[src/rtl/seg7_pkg.sv]
// rtl/seg7_pkg.sv - segment glyph constants, segment indices and width helper
// Segment vectors are {a,b,c,d,e,f,g}, active-high, bit 6 = a.
package seg7_pkg;

   localparam int SEG_A = 6;
   localparam int SEG_B = 5;
   localparam int SEG_C = 4;
   localparam int SEG_D = 3;
   localparam int SEG_E = 2;
   localparam int SEG_F = 1;
   localparam int SEG_G = 0;

   localparam logic [6:0] SEG_BLANK   = 7'b0000000;
   localparam logic [6:0] SEG_GLYPH_0 = 7'b1111110;
   localparam logic [6:0] SEG_GLYPH_1 = 7'b0110000;
   localparam logic [6:0] SEG_GLYPH_2 = 7'b1101101;
   localparam logic [6:0] SEG_GLYPH_3 = 7'b1111001;
   localparam logic [6:0] SEG_GLYPH_4 = 7'b0110011;
   localparam logic [6:0] SEG_GLYPH_5 = 7'b1011011;
   localparam logic [6:0] SEG_GLYPH_6 = 7'b1011111;
   localparam logic [6:0] SEG_GLYPH_7 = 7'b1110000;
   localparam logic [6:0] SEG_GLYPH_8 = 7'b1111111;
   localparam logic [6:0] SEG_GLYPH_9 = 7'b1111011;
   localparam logic [6:0] SEG_GLYPH_A = 7'b1110111;
   localparam logic [6:0] SEG_GLYPH_B = 7'b0011111;
   localparam logic [6:0] SEG_GLYPH_C = 7'b1001110;
   localparam logic [6:0] SEG_GLYPH_D = 7'b0111101;
   localparam logic [6:0] SEG_GLYPH_E = 7'b1001111;
   localparam logic [6:0] SEG_GLYPH_F = 7'b1000111;

   // Width needed to count 0..value-1, never less than one bit.
   function automatic int seg7_clog2(input int value);
      int w;
      w = 0;
      for (int i = 0; i < 32; i++) begin
         if ((1 << w) < value) w = w + 1;
      end
      if (w == 0) w = 1;
      return w;
   endfunction

endpackage

[src/rtl/seg7_hex_decode.sv]
// rtl/seg7_hex_decode.sv - combinational 4-bit code to 7-segment glyph decoder
// Codes 10..15 decode to letters only in hex mode; otherwise they are blank.
module seg7_hex_decode
   import seg7_pkg::*;
(
   input  logic [3:0] code,
   input  logic       hex_mode,
   output logic [6:0] seg
);

   always_comb begin
      seg = SEG_BLANK;
      case (code)
         4'h0: seg = SEG_GLYPH_0;
         4'h1: seg = SEG_GLYPH_1;
         4'h2: seg = SEG_GLYPH_2;
         4'h3: seg = SEG_GLYPH_3;
         4'h4: seg = SEG_GLYPH_4;
         4'h5: seg = SEG_GLYPH_5;
         4'h6: seg = SEG_GLYPH_6;
         4'h7: seg = SEG_GLYPH_7;
         4'h8: seg = SEG_GLYPH_8;
         4'h9: seg = SEG_GLYPH_9;
         4'hA: seg = hex_mode ? SEG_GLYPH_A : SEG_BLANK;
         4'hB: seg = hex_mode ? SEG_GLYPH_B : SEG_BLANK;
         4'hC: seg = hex_mode ? SEG_GLYPH_C : SEG_BLANK;
         4'hD: seg = hex_mode ? SEG_GLYPH_D : SEG_BLANK;
         4'hE: seg = hex_mode ? SEG_GLYPH_E : SEG_BLANK;
         4'hF: seg = hex_mode ? SEG_GLYPH_F : SEG_BLANK;
         default: seg = SEG_BLANK;
      endcase
   end

endmodule

[src/rtl/seg7_scan_driver.sv]
// rtl/seg7_scan_driver.sv - time-multiplexed multi-digit 7-segment scan driver
// Digits are scanned one slot each; new values are swapped in only at frame wrap.
module seg7_scan_driver
   import seg7_pkg::*;
#(
   parameter int NUM_DIGITS     = 4,
   parameter int REFRESH_DIV    = 50000,
   parameter int SEG_ACTIVE_LOW = 0,
   parameter int DIG_ACTIVE_LOW = 0
) (
   input  logic                    clk,
   input  logic                    rst,
   input  logic                    en,
   input  logic                    load,
   input  logic [4*NUM_DIGITS-1:0] digits_in,
   input  logic [NUM_DIGITS-1:0]   dp_in,
   input  logic                    hex_mode,
   input  logic                    blank_lz,
   output logic [6:0]              seg_out,
   output logic                    dp_out,
   output logic [NUM_DIGITS-1:0]   dig_sel,
   output logic                    frame_done
);

   localparam int PRESC_W = seg7_clog2(REFRESH_DIV);
   localparam int IDX_W   = seg7_clog2(NUM_DIGITS);
   localparam logic [PRESC_W-1:0] PRESC_LAST = PRESC_W'(REFRESH_DIV - 1);
   localparam logic [IDX_W-1:0]   IDX_LAST   = IDX_W'(NUM_DIGITS - 1);
   localparam logic SEG_INV = (SEG_ACTIVE_LOW != 0);
   localparam logic DIG_INV = (DIG_ACTIVE_LOW != 0);

   logic [PRESC_W-1:0]             r_presc;
   logic [IDX_W-1:0]               r_idx;
   logic                           r_run;

   logic [NUM_DIGITS-1:0][3:0]     r_sh_digits;
   logic [NUM_DIGITS-1:0]          r_sh_dp;
   logic                           r_sh_hex;
   logic                           r_sh_blz;

   logic [NUM_DIGITS-1:0][3:0]     r_pd_digits;
   logic [NUM_DIGITS-1:0]          r_pd_dp;
   logic                           r_pd_hex;
   logic                           r_pd_blz;
   logic                           r_pd_valid;

   logic [6:0]                     r_seg;
   logic                           r_dp;
   logic [NUM_DIGITS-1:0]          r_dig;
   logic                           r_frame_done;

   logic                           w_tick;
   logic                           w_wrap;
   logic [3:0]                     w_code;
   logic [6:0]                     w_glyph;
   logic [NUM_DIGITS-1:0]          w_lz_zero;
   logic                           w_blank;
   logic [NUM_DIGITS-1:0]          w_dig_onehot;

   assign w_tick       = en && (r_presc == PRESC_LAST);
   assign w_wrap       = w_tick && (r_idx == IDX_LAST);
   assign w_code       = r_sh_digits[r_idx];
   assign w_dig_onehot = NUM_DIGITS'(1) << r_idx;

   seg7_hex_decode u_decode (
      .code     (w_code),
      .hex_mode (r_sh_hex),
      .seg      (w_glyph)
   );

   // w_lz_zero[k] is set when every digit from the MSD down to k is zero.
   always_comb begin
      logic acc;
      acc       = 1'b1;
      w_lz_zero = '0;
      for (int k = NUM_DIGITS - 1; k >= 0; k--) begin
         acc          = acc & (r_sh_digits[k] == 4'h0);
         w_lz_zero[k] = acc;
      end
   end

   assign w_blank = r_sh_blz && (r_idx != '0) && w_lz_zero[r_idx];

   // r_run holds the display dark until the first tick, so the partial slot after reset is never shown.
   always_ff @(posedge clk or posedge rst) begin
      if (rst) begin
         r_presc      <= '0;
         r_idx        <= '0;
         r_run        <= 1'b0;
         r_seg        <= '0;
         r_dp         <= 1'b0;
         r_dig        <= '0;
         r_frame_done <= 1'b0;
      end else begin
         r_frame_done <= w_wrap;
         if (w_tick) begin
            r_presc <= '0;
            r_idx   <= (r_idx == IDX_LAST) ? '0 : r_idx + IDX_W'(1);
            r_run   <= 1'b1;
         end else if (en) begin
            r_presc <= r_presc + PRESC_W'(1);
         end

         if (en && !w_tick && r_run) begin
            r_dig <= w_dig_onehot;
            r_seg <= w_blank ? SEG_BLANK : w_glyph;
            r_dp  <= r_sh_dp[r_idx];
         end else begin
            r_dig <= '0;
            r_seg <= '0;
            r_dp  <= 1'b0;
         end
      end
   end

   // A load landing on the wrap tick bypasses pending so it shows from digit 0 of the new frame.
   always_ff @(posedge clk or posedge rst) begin
      if (rst) begin
         r_sh_digits <= '0;
         r_sh_dp     <= '0;
         r_sh_hex    <= 1'b0;
         r_sh_blz    <= 1'b0;
         r_pd_digits <= '0;
         r_pd_dp     <= '0;
         r_pd_hex    <= 1'b0;
         r_pd_blz    <= 1'b0;
         r_pd_valid  <= 1'b0;
      end else if (load && w_wrap) begin
         r_sh_digits <= digits_in;
         r_sh_dp     <= dp_in;
         r_sh_hex    <= hex_mode;
         r_sh_blz    <= blank_lz;
         r_pd_valid  <= 1'b0;
      end else if (load) begin
         r_pd_digits <= digits_in;
         r_pd_dp     <= dp_in;
         r_pd_hex    <= hex_mode;
         r_pd_blz    <= blank_lz;
         r_pd_valid  <= 1'b1;
      end else if (w_wrap && r_pd_valid) begin
         r_sh_digits <= r_pd_digits;
         r_sh_dp     <= r_pd_dp;
         r_sh_hex    <= r_pd_hex;
         r_sh_blz    <= r_pd_blz;
         r_pd_valid  <= 1'b0;
      end
   end

   assign seg_out    = r_seg ^ {7{SEG_INV}};
   assign dp_out     = r_dp ^ SEG_INV;
   assign dig_sel    = r_dig ^ {NUM_DIGITS{DIG_INV}};
   assign frame_done = r_frame_done;

endmodule
[config.mk]
export PLATFORM = sky130hd
export DESIGN_NAME = seg7_scan_driver
export DESIGN_NICKNAME = d
export VERILOG_FILES = /design/src/rtl/seg7_pkg.sv /design/src/rtl/seg7_hex_decode.sv /design/src/rtl/seg7_scan_driver.sv
export SDC_FILE = /design/constraint.sdc
export NUM_CORES = 1
export LEC_CHECK = 0
export CAP_MARGIN = 5
export CORE_MARGIN = 2
export CORE_UTILIZATION = 57
export DETAILED_ROUTE_END_ITERATION = 10
export PLACE_DENSITY = 0.92
export SLEW_MARGIN = 25
export SYNTH_ARGS = -nofsm -noshare
export SYNTH_HDL_FRONTEND = slang
export SYNTH_HIERARCHICAL = 1
export SYNTH_SLANG_ARGS = --single-unit
[constraint.sdc]
create_clock -name clk -period 2.7 [get_ports clk]
set_clock_uncertainty 0.15 [all_clocks]
set_input_delay 0.27 -clock clk [delete_from_list [all_inputs] [get_ports clk]]
set_output_delay 0.27 -clock clk [all_outputs]
set_load 0.01 [all_outputs]
======== Word-level counts from Yosys, hierarchy flattened ========
Index checks and enable logic that the tools add are counted.
word-level totals
  input bits .............................. 26
  register bits after elaboration ......... 77
operators by class
  reduce and logical (&&, ||, !) cells .... 20
  $add $sub $neg .......................... 2
  $lt $le $gt $ge ......................... 1
  multiplexer cells ....................... 35
  bitwise logic cells ..................... 4
  shift operators ......................... 1
  equal/unequal tests ..................... 18
operators with widths
  operator                                                    number
  one-hot mux 7 bit (16 select lines)                         1
  two-way mux 16 bit                                          5
  two-way mux 7 bit                                           6
  equality test 4 bit, second input constant                  8
  logical NOT 4 bit                                           5
  two-way mux 4 bit                                           5
  adder 16 x 1 -> 16 bit, second input constant               1
  equality test 16 bit, second input constant                 1
  equality test 4 x 3 -> 1 bit, second input constant         4
  two-way mux 1 bit                                           12
  binary-select mux 4 bit (select 2 bit)                      1
  equality test 4 x 2 -> 1 bit, second input constant         2
  logical AND 1 bit                                           8
  two-way mux 6 bit                                           1
  nonzero test 2 bit                                          3
  two-way mux 5 bit                                           1
  binary-select mux 1 bit (select 2 bit)                      2
  equality test 4 x 1 -> 1 bit, second input constant         1
  AND reduction 2 bit                                         2
  << shifter 1 x 2 -> 4 bit, first input constant             1
  bitwise AND 1 bit                                           3
  less-than comparator 2 x 3 -> 1 bit, second input constant  1
  nonzero test 3 bit                                          1
  adder 2 x 1 -> 2 bit, second input constant                 1
  other kinds (5)                                             5

======== Logic depth before layout (Yosys ltp) ========
  word-level depth ........................ 9
  depth in mapped cells ................... 8
  depth with buffers taken out ............ 6

======== By module ========
Netlist, hierarchy kept.
by module, submodules not included
  module            instances  seq. area each (µm²)  area an instance (µm²)  cells each
  seg7_scan_driver  1          1926.8                3642.2                  307
  seg7_hex_decode   1          0.0                   286.5                   42

======== Worst setup path after synthesis ========
No wires, ideal clock.
  kind .................................... register to register
  start ................................... register r_idx[0]
  end ..................................... register r_seg[0] (netlist: seg_out[0])
  path slack .............................. 0.224 ns
  data arrival time ....................... 2.186 ns
  data required time ...................... 2.411 ns
  cell stages (with the launch flop) ...... 8
  path through ............................ dfrtp_1 > clkbuf_1 > inv_1 > ha_1 > or4_1 > or3_1 > a211oi_2 > nor3b_1
on the way
  word-level cells in the longest chain between the ends .. 6
  elaborated cells between the ends (all ways) .. 26
  those cells by class .................... eq/ne (15); mux (7); reduce/logical (4)
ends and longest elaborated chain
  item                                               line                     RTL
  from (decl)                                        seg7_scan_driver.sv:33   logic [IDX_W-1:0] r_idx;
  from (signal assigned)                             seg7_scan_driver.sv:98   r_idx <= (r_idx == IDX_LAST) ? '0 : r_idx + IDX_W'(1);
  binary-select mux 4 bit (select 2 bit)             seg7_scan_driver.sv:62   assign w_code = r_sh_digits[r_idx];
  two-way mux 4 bit (not written as such)            seg7_scan_driver.sv:62
  equality test 4 bit, or another cell as far along  seg7_hex_decode.sv:13    case (code)
  one-hot mux 7 bit (16 select lines)                seg7_hex_decode.sv:13
  two-way mux 7 bit *                                seg7_scan_driver.sv:106  r_seg <= w_blank ? SEG_BLANK : w_glyph;
  two-way mux 7 bit *                                seg7_scan_driver.sv:104  if (en && !w_tick && r_run) begin
  to (signal assigned)                               seg7_scan_driver.sv:106
  to (decl)                                          seg7_scan_driver.sv:47   logic [6:0] r_seg;
Every way passes the cells marked *; elsewhere a longest branch is shown, timed or not. The select of a mux whose other input is x is not followed.
A chain may end at the register's enable or synchronous reset.

======== Worst setup path after layout ========
  start ................................... register r_idx[0]
  end ..................................... register r_seg[4] (netlist: seg_out[4])
Same word-level chain as after synthesis.

==> impl_metrics.yaml <==
run_status:
  status: "finished clean"
critical_path:
  worstPathRequired_ns: 2.77
  worst_setup_path_end_kind: "flip-flop"
  crit_fanout: 7
  cp_data_arrival_time_ns: 2.40
  cp-start-kind: "flip-flop"
  critPathKind: "flip-flop to flip-flop"
run:
  cap_violations: 0
drt:
  vias: 2860
  drt-wirelength-per-cell_um: 17.1
  ant_nets: 0
  drt-initial-drc-count: 190
  vias_per_cell: 6.09
  drc: 0
  wl_mm: 8.06
  first_pass_iters: 4
clocking:
  holdBufCountCts: 0
  insertion_delay_ns: 0.36
  cts.path.max_buffers: 2
  clock-sinks: 77
  post-cts-setup-buffer-count: 0
  cts-buffers-inserted: 9
  cts_resized: 0
  clkTransAtPathRegs_ns: 0.08
  root_buffer: "clkbuf_8"
  ctsHtreeMaxLevel: 3
  cts_tree: "done"
power:
  p_leak_nw: 2.06
  power_density_mw_per_mm2: 543
  ir_worst_vdd_mv: 0.453
  finalPower_mw: 2.48
timing:
  setup_viol: 0
  slew_headroom: 0.627
  grt_setup_unrepaired: "no"
  fin_crit_sh: 0.865
  holdWs_ns: 0.0829
  worstMarginPinSlew_ns: 0.557
  setup_tns_ns: 0
  report.final.hold_viol_count: 0
  drv_slew: 0
  min_period_ns: 2.34
  max_freq_ghz: 0.428
yosys:
  synth_compound_area_frac: 0.138
  synth_top_family_by_area: "simple AND/OR/NAND/NOR gates"
  netlist_area_mm2: 0.00393
  async_flop_share: 1.00
  syn_avg_cell_area_um2: 11.3
  synthMuxAreaShare: 0.0943
  synth_edf_count: 0
  synthCells: 349
  yosysUniqueCellTypes: 53
  syn-num-nets: 380
  synth_top_area_share: 0.490
  ys_seq_area_frac: 0.490
  synth_area_leaders: "dfrtp_1 49%, mux2_2 6.3%, nor3b_1 4.6%, o22a_1 3.8%, inv_1 3.1%"
  yosysWarnings: 6
  yosysTopAreaCell: "dfrtp_1"
  synth_xor_area_frac: 0.0268
  synthSimpleGateAreaFrac: 0.167
  ys.flop_type: "dfrtp_1"
  synthAdderAreaFrac: 0.0159
  ys_ff_latch: 77
floorplan:
  die_h_um: 87.0
  core-area_mm2: 0.00672
  rows: 30
  die_w_um: 87.0
  initial_core_util: 0.585
  die_area_mm2: 0.00757
  io_pins: 39
placed_design:
  hpwl_mm: 5.64
  postPlaceCellArea_mm2: 0.00436
  gp_routability_congestion: 0.854
  portBuffers: 38
final_layout:
  multiInputGateArea_mm2: 0.00174
  seq_area_mm2: 0.00193
  fin_area_mm2: 0.00457
  diodes: 0
  final_cell_mix: "77 x dfrtp_1, 38 x clkdlybuf4s50_1, 31 x inv_1, 24 x nor3b_1, 23 x a21oi_1"
  drive_above_1_share: 0.167
  layout_commonest_cell: "dfrtp_1"
  fillCellCount: 476
  area_growth_pct: 16.3
  final_nets: 416
global_routing:
  overflow: 0
  antenna_found_initial: 0
  grt_max_degree: 42
  grt_use_total: 0.240
  busiest_layer: "met2"
  grtUsageMet2: 0.384
  met3_usage: 0.0493
  grt_pass1_wl_mm: 14.1
  grt_pass1_vias: 2970
  use_met1: 0.319
min_path:
  min-delay-path-class: "primary input to async pin"
==> layer usage <==
layer | up-vias | wire length (µm)
met4 | 0 | 219
met2 | 86 | 3990
met5 | - | 0
met3 | 23 | 368
met1 | 1422 | 3480
li1 | 1329 | -
==> metrics by stage <==
step | setup slack, ns | util | cells
after global placement | 0.439 | 0.648 | 454
after detailed placement | 0.385 | 0.648 | 454
after global routing | 0.219 | 0.680 | 470
after floorplan | 0.224 | - | 349
final | 0.364 | 0.680 | 470
after CTS | 0.378 | 0.680 | 470
==> final timing paths <==
check	from	to	slack, ns	cells after the start
worst max register to register	r_idx[0]	seg_out[4]	0.36	6
max in group asynchronous	rst	r_pd_digits[15]	1.71	3
min in group clk	r_run	r_run	0.33	1
worst min register to register	r_run	r_run	0.33	1
worst min-delay path	rst	seg_out[4]	0.08	2
worst max-delay path	r_idx[0]	seg_out[4]	0.36	6
==> report_power, final <==
| group | internal, mW | leakage, nW | switching (mW) |
|---|---|---|---|
| registers | 1.22 | 0.995 | 0.0680 |
| clock network | 0.521 | 0.107 | 0.433 |
| logic | 0.128 | 0.962 | 0.108 |
==> sequential cells by signal, summed over array words and instances (netlist names), 2 cells and up <==
name / cells
r_idx: 2
r_sh_digits: 16
r_pd_dp: 4
r_presc: 16
r_pd_digits: 16
r_sh_dp: 4
dig_sel: 4
seg_out: 7
==> area by class of cell <==
class,count,area share
Tap cell,80,0.0219
Clock buffer,10,0.0279
Inverter,32,0.0263
Multi-Input combinational cell,218,0.380
Clock inverter,6,0.0189
Sequential cell,77,0.422
Timing Repair Buffer,47,0.104
==> cell usage after synthesis (2+ instances only) <==
| cell type | count |
|---|---|
| o21ai_2 | 2 |
| mux2_2 | 22 |
| clkbuf_1 | 10 |
| inv_1 | 32 |
| nor2b_1 | 6 |
| and4_1 | 5 |
| nor2_1 | 18 |
| a221o_1 | 5 |
| a21oi_1 | 23 |
| mux4_2 | 5 |
| xor2_1 | 8 |
| nand3_1 | 10 |
| o21ai_0 | 10 |
| nor4_1 | 3 |
| o22ai_1 | 2 |
| nand2b_1 | 2 |
| buf_6 | 7 |
| buf_4 | 2 |
| ha_1 | 5 |
| dfrtp_1 | 77 |
| and3_1 | 6 |
| xnor2_1 | 4 |
| or3_1 | 2 |
| buf_2 | 2 |
| a211oi_2 | 2 |
| a32o_1 | 3 |
| nand4_1 | 3 |
| nor3b_1 | 24 |
| a22oi_1 | 2 |
| o22a_1 | 17 |
| nand2_1 | 7 |
| and2_1 | 2 |
==> worst max-delay path: stages, from the launching register on <==
cell and delay (ns):
dfrtp_1 0.35, inv_1 0.09, ha_1 0.23, or4_1 0.50, or3_1 0.32, a211oi_2 0.43, nor3b_1 0.13
==> cells by family after synthesis <==
kind of cell | Yosys count
multiplexers | 28
AND/OR/NAND/NOR | 98
flip-flops | 77
XOR/XNOR | 12
buffers and inverters | 54
adder cells (fa/ha/maj) | 5
AO/OA/AOI/OAI | 75
(Power assumes the default switching activity.)
